**config.mk**
```make
export PLATFORM = sky130hd
export DESIGN_NAME = multicycle_ctrl
export DESIGN_NICKNAME = d
export VERILOG_FILES = /design/src/rtl/riscv_ctrl_pkg.sv /design/src/rtl/ctrl_decode.sv /design/src/rtl/multicycle_ctrl.sv
export SDC_FILE = /design/constraint.sdc
export NUM_CORES = 1
export LEC_CHECK = 0
export ABC_AREA = 1
export CAP_MARGIN = 10
export CORE_MARGIN = 2
export CORE_UTILIZATION = 33
export DETAILED_ROUTE_END_ITERATION = 6
export PLACE_DENSITY = 0.81
export SLEW_MARGIN = 40
export SYNTH_ARGS = -nofsm -noshare
export SYNTH_HDL_FRONTEND = slang
export SYNTH_SLANG_ARGS = --single-unit
```
**constraint.sdc**
```tcl
create_clock -name clk -period 1.4 [get_ports clk]
set_clock_uncertainty 0.2 [all_clocks]
set_input_delay 0.14 -clock clk [delete_from_list [all_inputs] [get_ports clk]]
set_output_delay 0.14 -clock clk [all_outputs]
set_load 0.02 [all_outputs]
```
**src/rtl/riscv_ctrl_pkg.sv**
```systemverilog
// ---------------------------------------------------------------------------
// riscv_ctrl_pkg
// Shared encodings for the multi-cycle RV32I control path: opcode constants,
// FSM state codes, instruction classes and the datapath mux select codes
// (pc_src, wb_sel, alu_src_a, alu_op, imm_sel). The immediate generator and
// the datapath muxes decode the same values, so change them only here.
// ---------------------------------------------------------------------------
package riscv_ctrl_pkg;

    // Major opcodes (instr[6:0])
    localparam logic [6:0] OPC_OP     = 7'b0110011;
    localparam logic [6:0] OPC_OP_IMM = 7'b0010011;
    localparam logic [6:0] OPC_LOAD   = 7'b0000011;
    localparam logic [6:0] OPC_STORE  = 7'b0100011;
    localparam logic [6:0] OPC_BRANCH = 7'b1100011;
    localparam logic [6:0] OPC_JAL    = 7'b1101111;
    localparam logic [6:0] OPC_JALR   = 7'b1100111;
    localparam logic [6:0] OPC_LUI    = 7'b0110111;
    localparam logic [6:0] OPC_AUIPC  = 7'b0010111;

    // FSM state codes
    typedef logic [2:0] state_t;
    localparam state_t ST_RESET  = 3'd0;
    localparam state_t ST_FETCH  = 3'd1;
    localparam state_t ST_DECODE = 3'd2;
    localparam state_t ST_EXEC   = 3'd3;
    localparam state_t ST_MEM    = 3'd4;
    localparam state_t ST_WB     = 3'd5;
    localparam state_t ST_TRAP   = 3'd6;

    // Instruction classes produced by ctrl_decode
    typedef enum logic [3:0] {
        CLS_R       = 4'd0,
        CLS_OP_IMM  = 4'd1,
        CLS_LOAD    = 4'd2,
        CLS_STORE   = 4'd3,
        CLS_BRANCH  = 4'd4,
        CLS_JAL     = 4'd5,
        CLS_JALR    = 4'd6,
        CLS_LUI     = 4'd7,
        CLS_AUIPC   = 4'd8,
        CLS_ILLEGAL = 4'd9
    } op_class_e;

    // Next-PC source
    localparam logic [1:0] PC_SRC_PLUS4 = 2'b00;
    localparam logic [1:0] PC_SRC_IMM   = 2'b01;
    localparam logic [1:0] PC_SRC_ALU   = 2'b10;

    // Register write-back source
    localparam logic [1:0] WB_SEL_ALU   = 2'b00;
    localparam logic [1:0] WB_SEL_MEM   = 2'b01;
    localparam logic [1:0] WB_SEL_PC4   = 2'b10;

    // ALU operand A source
    localparam logic [1:0] SRC_A_RS1    = 2'b00;
    localparam logic [1:0] SRC_A_PC     = 2'b01;
    localparam logic [1:0] SRC_A_ZERO   = 2'b10;

    // ALU operand B source
    localparam logic       SRC_B_RS2    = 1'b0;
    localparam logic       SRC_B_IMM    = 1'b1;

    // ALU operation
    localparam logic [1:0] ALU_OP_ADD   = 2'b00;
    localparam logic [1:0] ALU_OP_CMP   = 2'b01;
    localparam logic [1:0] ALU_OP_FUNCT = 2'b10;

    // Immediate format
    localparam logic [2:0] IMM_I        = 3'b000;
    localparam logic [2:0] IMM_S        = 3'b001;
    localparam logic [2:0] IMM_B        = 3'b010;
    localparam logic [2:0] IMM_J        = 3'b011;
    localparam logic [2:0] IMM_U        = 3'b100;

endpackage

```
**src/rtl/ctrl_decode.sv**
```systemverilog
// ---------------------------------------------------------------------------
// ctrl_decode
// Purely combinational major-opcode decoder.
//   opcode   in  7  instr[6:0] or the latched op_q
//   op_class out    instruction class (CLS_ILLEGAL for unknown opcodes)
//   legal    out 1  opcode is one of the nine supported RV32I major opcodes
//   imm_sel  out 3  immediate format the class needs (I for classes without one)
// ---------------------------------------------------------------------------
module ctrl_decode
    import riscv_ctrl_pkg::*;
(
    input  logic [6:0] opcode,
    output op_class_e  op_class,
    output logic       legal,
    output logic [2:0] imm_sel
);

    always_comb begin
        op_class = CLS_ILLEGAL;
        legal    = 1'b0;
        imm_sel  = IMM_I;
        case (opcode)
            OPC_OP: begin
                op_class = CLS_R;
                legal    = 1'b1;
            end
            OPC_OP_IMM: begin
                op_class = CLS_OP_IMM;
                legal    = 1'b1;
            end
            OPC_LOAD: begin
                op_class = CLS_LOAD;
                legal    = 1'b1;
            end
            OPC_STORE: begin
                op_class = CLS_STORE;
                legal    = 1'b1;
                imm_sel  = IMM_S;
            end
            OPC_BRANCH: begin
                op_class = CLS_BRANCH;
                legal    = 1'b1;
                imm_sel  = IMM_B;
            end
            OPC_JAL: begin
                op_class = CLS_JAL;
                legal    = 1'b1;
                imm_sel  = IMM_J;
            end
            OPC_JALR: begin
                op_class = CLS_JALR;
                legal    = 1'b1;
            end
            OPC_LUI: begin
                op_class = CLS_LUI;
                legal    = 1'b1;
                imm_sel  = IMM_U;
            end
            OPC_AUIPC: begin
                op_class = CLS_AUIPC;
                legal    = 1'b1;
                imm_sel  = IMM_U;
            end
            default: begin
                op_class = CLS_ILLEGAL;
                legal    = 1'b0;
                imm_sel  = IMM_I;
            end
        endcase
    end

endmodule

```
**src/rtl/multicycle_ctrl.sv**
```systemverilog
// ---------------------------------------------------------------------------
// multicycle_ctrl
// Main control FSM of the sequential RV32I core. Steps the shared datapath
// through fetch / decode / execute / memory / writeback, one instruction at a
// time, and parks in TRAP on an illegal opcode until reset.
//
// state  | meaning
// -------+-------------------------------------------------------------
// RESET  | all outputs low, go to FETCH
// FETCH  | read instruction at PC; IR loads on the mem_ready cycle
// DECODE | latch opcode into op_q, legal -> EXEC, illegal -> TRAP
// EXEC   | drive ALU selects for the class; branches retire here
// MEM    | data access at ALU result; stores retire on mem_ready
// WB     | register write and PC update; retires the instruction
// TRAP   | halted=1, everything else low, left only by reset
//
// Ports:
//   clk, rst_n      clock and synchronous active-low reset
//   instr           IR contents (only [6:0] decoded)
//   branch_taken    ALU compare result, used in EXEC
//   mem_ready       completes the pending memory request
//   mem_req/mem_we  memory request and direction
//   addr_sel        0 = PC, 1 = ALU result
//   ir_we/pc_we/reg_we  architectural write enables
//   pc_src, wb_sel, alu_src_a, alu_src_b, alu_op, imm_sel  datapath selects
//   instr_retired   pulse on the last cycle of each instruction
//   halted          high in TRAP
// ---------------------------------------------------------------------------
module multicycle_ctrl
    import riscv_ctrl_pkg::*;
(
    input  logic        clk,
    input  logic        rst_n,
    input  logic [31:0] instr,
    input  logic        branch_taken,
    input  logic        mem_ready,
    output logic        mem_req,
    output logic        mem_we,
    output logic        addr_sel,
    output logic        ir_we,
    output logic        pc_we,
    output logic [1:0]  pc_src,
    output logic        reg_we,
    output logic [1:0]  wb_sel,
    output logic [1:0]  alu_src_a,
    output logic        alu_src_b,
    output logic [1:0]  alu_op,
    output logic [2:0]  imm_sel,
    output logic        instr_retired,
    output logic        halted
);

    state_t     state_q;
    state_t     state_d;
    logic [6:0] op_q;

    op_class_e  instr_class;
    logic       instr_legal;
    logic [2:0] instr_imm_sel;

    op_class_e  op_class;
    logic       op_legal;
    logic [2:0] op_imm_sel;

    // Legality check on the live IR during DECODE
    ctrl_decode u_dec_instr (
        .opcode   (instr[6:0]),
        .op_class (instr_class),
        .legal    (instr_legal),
        .imm_sel  (instr_imm_sel)
    );

    // Class of the latched opcode; drives all EXEC/MEM/WB outputs
    ctrl_decode u_dec_op (
        .opcode   (op_q),
        .op_class (op_class),
        .legal    (op_legal),
        .imm_sel  (op_imm_sel)
    );

    logic unused_bits;
    assign unused_bits = ^{instr[31:7], instr_class, instr_imm_sel, op_legal};

    always_ff @(posedge clk) begin
        if (!rst_n) begin
            state_q <= ST_RESET;
            op_q    <= '0;
        end else begin
            state_q <= state_d;
            if (state_q == ST_DECODE) begin
                op_q <= instr[6:0];
            end
        end
    end

    always_comb begin
        state_d = state_q;
        case (state_q)
            ST_RESET:  state_d = ST_FETCH;
            ST_FETCH:  if (mem_ready) state_d = ST_DECODE;
            ST_DECODE: state_d = instr_legal ? ST_EXEC : ST_TRAP;
            ST_EXEC: begin
                case (op_class)
                    CLS_BRANCH:          state_d = ST_FETCH;
                    CLS_LOAD, CLS_STORE: state_d = ST_MEM;
                    default:             state_d = ST_WB;
                endcase
            end
            ST_MEM: begin
                if (mem_ready) begin
                    state_d = (op_class == CLS_STORE) ? ST_FETCH : ST_WB;
                end
            end
            ST_WB:     state_d = ST_FETCH;
            ST_TRAP:   state_d = ST_TRAP;
            default:   state_d = ST_RESET;
        endcase
    end

    // ALU/immediate selects for the latched class. They are driven in EXEC and
    // held through MEM and WB so the ALU result (address or write data) is
    // stable for the whole instruction.
    logic [1:0] ex_alu_op;
    logic [1:0] ex_src_a;
    logic       ex_src_b;

    always_comb begin
        ex_alu_op = ALU_OP_ADD;
        ex_src_a  = SRC_A_RS1;
        ex_src_b  = SRC_B_RS2;
        case (op_class)
            CLS_R:       ex_alu_op = ALU_OP_FUNCT;
            CLS_OP_IMM: begin
                ex_alu_op = ALU_OP_FUNCT;
                ex_src_b  = SRC_B_IMM;
            end
            CLS_LOAD,
            CLS_STORE,
            CLS_JALR:    ex_src_b  = SRC_B_IMM;
            CLS_BRANCH:  ex_alu_op = ALU_OP_CMP;
            CLS_LUI: begin
                ex_src_a  = SRC_A_ZERO;
                ex_src_b  = SRC_B_IMM;
            end
            CLS_AUIPC: begin
                ex_src_a  = SRC_A_PC;
                ex_src_b  = SRC_B_IMM;
            end
            default: begin
                ex_alu_op = ALU_OP_ADD;
                ex_src_a  = SRC_A_RS1;
                ex_src_b  = SRC_B_RS2;
            end
        endcase
    end

    always_comb begin
        mem_req       = 1'b0;
        mem_we        = 1'b0;
        addr_sel      = 1'b0;
        ir_we         = 1'b0;
        pc_we         = 1'b0;
        pc_src        = PC_SRC_PLUS4;
        reg_we        = 1'b0;
        wb_sel        = WB_SEL_ALU;
        alu_src_a     = SRC_A_RS1;
        alu_src_b     = SRC_B_RS2;
        alu_op        = ALU_OP_ADD;
        imm_sel       = IMM_I;
        instr_retired = 1'b0;
        halted        = 1'b0;
        case (state_q)
            ST_FETCH: begin
                mem_req = 1'b1;
                ir_we   = mem_ready;
            end
            ST_EXEC: begin
                alu_op    = ex_alu_op;
                alu_src_a = ex_src_a;
                alu_src_b = ex_src_b;
                imm_sel   = op_imm_sel;
                if (op_class == CLS_BRANCH) begin
                    pc_we         = 1'b1;
                    pc_src        = branch_taken ? PC_SRC_IMM : PC_SRC_PLUS4;
                    instr_retired = 1'b1;
                end
            end
            ST_MEM: begin
                alu_op    = ex_alu_op;
                alu_src_a = ex_src_a;
                alu_src_b = ex_src_b;
                imm_sel   = op_imm_sel;
                mem_req   = 1'b1;
                addr_sel  = 1'b1;
                mem_we    = (op_class == CLS_STORE);
                // A store has nothing to write back, so it retires here.
                if (mem_ready && (op_class == CLS_STORE)) begin
                    pc_we         = 1'b1;
                    instr_retired = 1'b1;
                end
            end
            ST_WB: begin
                alu_op        = ex_alu_op;
                alu_src_a     = ex_src_a;
                alu_src_b     = ex_src_b;
                imm_sel       = op_imm_sel;
                reg_we        = 1'b1;
                pc_we         = 1'b1;
                instr_retired = 1'b1;
                case (op_class)
                    CLS_LOAD:           wb_sel = WB_SEL_MEM;
                    CLS_JAL, CLS_JALR:  wb_sel = WB_SEL_PC4;
                    default:            wb_sel = WB_SEL_ALU;
                endcase
                case (op_class)
                    CLS_JAL:  pc_src = PC_SRC_IMM;
                    CLS_JALR: pc_src = PC_SRC_ALU;
                    default:  pc_src = PC_SRC_PLUS4;
                endcase
            end
            ST_TRAP:  halted = 1'b1;
            default: begin
                halted = 1'b0;
            end
        endcase
    end

endmodule

```
## After elaboration in Yosys (flattened, before gate mapping)

Cells that the tools add are included.

- Divide/modulo/power cells: 0
- Bitwise gates (word level): 0
- Magnitude comparators: 0
- Multiply operators: 0
- Multiplexer cells: 31
- Shifts and indexed selects: 0
- Reductions and logical operators: 13
- Add/sub/neg operators: 0
- Eq/ne operators: 34

Operators by type and width:

| operator | count |
|---|---|
| equality test 7 x 6 -> 1 bit, second input constant | 6 |
| equality test 7 bit, second input constant | 6 |
| case mux 4 bit (9 select lines) | 1 |
| equality test 7 x 5 -> 1 bit, second input constant | 4 |
| case mux 2 bit (2 select lines) | 5 |
| case mux 3 bit (6 select lines) | 1 |
| equality test 4 x 3 -> 1 bit, second input constant | 4 |
| two-way mux 3 bit | 5 |
| equality test 7 x 2 -> 1 bit, second input constant | 2 |
| two-way mux 1 bit | 13 |
| case mux 3 bit (4 select lines) | 1 |
| OR reduction 2 bit | 6 |
| equality test 3 bit, second input constant | 3 |
| OR reduction 9 bit | 1 |
| equality test 4 x 2 -> 1 bit, second input constant | 2 |
| equality test 3 x 2 -> 1 bit, second input constant | 2 |
| two-way mux 2 bit | 3 |
| case mux 3 bit (2 select lines) | 1 |
| OR reduction 6 bit | 1 |
| equality test 4 x 1 -> 1 bit, second input constant | 1 |
| equality test 4 bit, second input constant | 1 |
| logical NOT 4 bit | 1 |
| inequality test 2 bit, second input constant | 2 |
| equality test 3 x 1 -> 1 bit, second input constant | 1 |
| other kinds (5) | 5 |

- Memory bits (read-only): 0
- Bits in registers: 10
- Input bits: 36
- Memories: 0
- Bits in writable memories: 0
- Bits in latches: 0
- Output and inout bits: 20
- Word-level logic and storage cells: 80

## Logic depth before layout (Yosys ltp)

- Depth after elaboration: 6
- Depth in mapped cells: 10

## By module

Synthesis repeated with hierarchy kept, for this count alone.

- Cell total of the unflattened synthesis: 201
- Area total of the unflattened synthesis: 1,097.3 um^2

By module, submodules not included:

| module | area each (um^2) | cells each | instances | seq. area each (um^2) |
|---|---|---|---|---|
| multicycle_ctrl | 709.4 | 115 | 1 | 200.2 |
| ctrl_decode | 193.9 | 43 | 2 | 0.0 |

## Least setup slack after synthesis

No wires, ideal clock.

- Path kind: register -> output
- Start point: register state_q[0]
- End point: output port pc_we
- Path slack: -0.637 ns
- Stages on the path, launching flop included: 7
- Arrival time: 1.697 ns
- Path buffers: 1
- Path through: dfxtp_1 -> nor3_2 -> inv_2 -> nor2_2 -> nand2_1 -> nand3_1 -> buf_4

- Cells in the longest elaborated chain, start to end: 2
- Elaborated cells between the ends (all ways): 4

RTL lines:

| element | line | RTL |
|---|---|---|
| start: declaration | multicycle_ctrl.sv:53 | `state_t state_q;` |
| start signal: assignment | multicycle_ctrl.sv:89 | `state_q <= state_d;` |
| equality test 3 bit or equality test 3 x 2 -> 1 bit (tied branches) | n/a |  |
| case mux 1 bit (3 select lines) * | n/a |  |
| end: declaration | multicycle_ctrl.sv:41 | `output logic pc_we,` |

Mark *: on every way between the ends. The rest lies on a longest branch, timed or not.

## Worst setup path after layout

- Start point: register op_q[0]
- End point: output port wb_sel[1]

- Cells in the longest elaborated chain, start to end: 6
- Elaborated cells between the ends (all ways): 16

RTL lines:

| element | line | RTL |
|---|---|---|
| start: declaration | multicycle_ctrl.sv:55 | `logic [6:0] op_q;` |
| start signal: assignment | multicycle_ctrl.sv:91 | `op_q <= instr[6:0];` |
| equality test 7 x 5 -> 1 bit, or another cell as far along | ctrl_decode.sv:22 | `case (opcode)` |
| case mux 4 bit (9 select lines) * | ctrl_decode.sv:22 |  |
| equality test 4 x 3 -> 1 bit | multicycle_ctrl.sv:210 | `case (op_class)` |
| OR reduction 2 bit | multicycle_ctrl.sv:210 |  |
| case mux 2 bit (2 select lines) * | multicycle_ctrl.sv:210 |  |
| two-way mux 2 bit * | multicycle_ctrl.sv:172 | `case (state_q)` |
| end: declaration | multicycle_ctrl.sv:44 | `output logic [1:0] wb_sel,` |

Marks and branches as above.

==> impl_metrics.yaml <==
status:
  status: "finished with violations"
  violations: "negative setup slack"
worst_setup_path:
  worstPathCellList: "nand2_4 > inv_4 > nand2_2 > nor2_4 > nor2_1 > nand2_1 > nor2_1 > nand4_1 > nand2_2 > buf_6"
  start_kind: "flop"
  crit_arrival_ns: 1.66
  crit_start: "op_q[0]"
  critPathKind: "flop to primary output"
  end_kind: "primary output"
  cpPeakStageDelay_ns: 0.34
  worstReg2RegStart: "state_q[0]"
  cp.required_ns: 1.06
  worstPathMaxFanout: 4
  slowest_stage: "dfxtp_2"
sta:
  fin_crit_sh: 1.43
  slew_headroom: 0.825
  worst-slew-pin-transition_ns: 0.261
  timing.fmax_ghz: 0.500
  setup_viol: 23
  fin_ws_ns: -0.601
  fin_crit_ns: 2.00
  final_hold_viol_count: 0
  grt_setup_unrepaired: "yes"
  maxSlewViolCount: 0
  hold_ws_ns: 0.278
cts:
  cts_buffer_depth: 2
  htreeDepth: 1
  cts_sinks: 10
  cts_made_buffers: 3
  tritoncts: "done"
  clk_pin_slew_worst_paths_ns: 0.06
  clock_latency_ns: 0.26
  hold_buffers: 0
  cts-root-buf: "clkbuf_4"
cells_and_area:
  antenna_cells: 0
  fin_area_um2: 2020
  drive_gt1_frac: 0.697
  n_fill_cell: 197
  finalNetCount: 281
  regArea_um2: 218
  area_growth_pct: 117
  final_cell_mix: "36 x buf_6, 36 x buf_4, 28 x nand2_1, 18 x inv_2, 17 x nand2_2"
  layoutNonFillerInstCount: 275
  multi_input_area_um2: 825
hold_path:
  hp-start: "instr[1]"
  hp-class: "primary input to flop"
floorplanning:
  core_area_um2: 2710
  start_util: 0.344
  die_x_um: 57.2
  row_count: 19
  ioPinCount: 56
  die_area_um2: 3270
  die_h_um: 57.2
logic_synthesis:
  synth-seq-area-share: 0.214
  avgSynthCellArea_um2: 5.87
  synthCells: 159
  ys_types: 23
  postSynthNetCount: 195
  ys_seq_elements: 10
  synth_area_um2: 933
  yosys_warnings: 0
place:
  gp_congestion: 0.891
  dp.final_hpwl_mm: 2.14
  dp_cells: 255
  portBuffers: 30
  place_area_um2: 1620
detailed_routing:
  antenna_left: 0
  routed_wl_mm: 4.01
  wl_per_cell_um: 14.6
  first_iter_violations: 34
  via_per_inst: 4.93
  drc_errors: 0
  drt_pass1_iterations: 4
  vias: 1356
pwr:
  power_density_nw_per_um2: 825
  p_leak_uw: 0.000992
  ir_drop_mv: 0.991
  power.total_uw: 1670
global_route:
  grt_pass1_wl_mm: 5.39
  gr-total-overflow: 0
  grt_pass1_vias: 1333
  gr-usage-all-layers: 0.206
  grt_start_max_net_pins: 13
  antenna_found_initial: 0
run:
  cap_viol_max_count: 0
==> stage by stage <==
step	TNS (ns)	setup WS [ns]	utilization
final	-9.25	-0.601	0.747
after global routing	-11.11	-0.722	0.747
after CTS	-7.48	-0.517	0.688
after detailed placement	-11.97	-0.738	0.598
after global placement	-11.19	-0.711	0.598
after floorplan	-1.74	-0.273	-
==> flip-flops by register name, indices dropped and copies added (netlist names) <==
| signal | cells |
|---|---|
| op_q | 7 |
| state_q | 3 |
==> power breakdown <==
| part | switching, uW | total, uW | internal [uW] |
|---|---|---|---|
| Sequential | 73.4 | 413 | 340 |
| Clock | 95.9 | 254 | 158 |
| Combinational | 508 | 1000 | 493 |
| Total | 677 | 1670 | 991 |
==> what timing repair did <==
action,CTS,global route
cloned,0,1
pin swaps,16,8
gates resized for setup,148,42
setup buffers,11,10
setup endpoints to repair,28,27
==> cells by family after synthesis <==
family	share of synthesized area
flops	0.214
simple gates	0.531
buf+inv	0.141
compound gates	0.114
==> path summary, 6_finish.rpt <==
kind / endpoint / slack [ns] / cells past startpoint
setup / recovery: wb_sel[1] / -0.60 / 10
hold / removal: op_q[1] / 0.28 / 3
setup reg to reg: state_q[0] / -0.27 / 10
hold reg to reg: op_q[1] / 0.28 / 2
==> synth_stat cells <==
master,count,area share
nor2_1,17,0.068
and3_1,1,0.0067
nor3_1,1,0.0054
inv_1,18,0.072
nand2_1,45,0.18
nor2_4,4,0.048
nand4_1,1,0.0067
nand2_2,5,0.034
o21ai_0,3,0.016
buf_4,1,0.0080
buf_6,1,0.012
inv_2,12,0.048
nor3_4,1,0.017
nor4_2,1,0.013
a21oi_1,10,0.054
nand3_1,11,0.059
nor2_2,7,0.047
nand2_4,1,0.012
nand3_2,1,0.011
nor3_2,2,0.021
dfxtp_1,10,0.21
o21ai_1,3,0.016
o21ai_2,3,0.028
==> routing by layer <==
layer / vias up / share of wire / wire [um] / global-route usage
met1: 611 / 0.34 / 1380 / 0.225
met3: 20 / 0.047 / 188 / 0.0272
met2: 60 / 0.56 / 2230 / 0.373
li1: 665 / - / - / -
met5: - / 0 / 0 / 0
met4: 0 / 0.052 / 208 / 0.126
==> area by class of cell <==
cell class / count / share of cell area
multi-input cells: 118 / 0.408
inverters: 30 / 0.0643
well taps: 31 / 0.0192
repair buffers: 82 / 0.383
clock buffers: 4 / 0.0179
flip-flops and latches: 10 / 0.108
==> worst max-delay path, delay by kind of cell, from the launching register on <==
family | cells | cell delay [ns]
buffers and inverters | 2 | 0.17
AND/OR/NAND/NOR | 8 | 0.89
flip-flops | 1 | 0.34
Note: power is estimated with default switching activity, not from simulation.
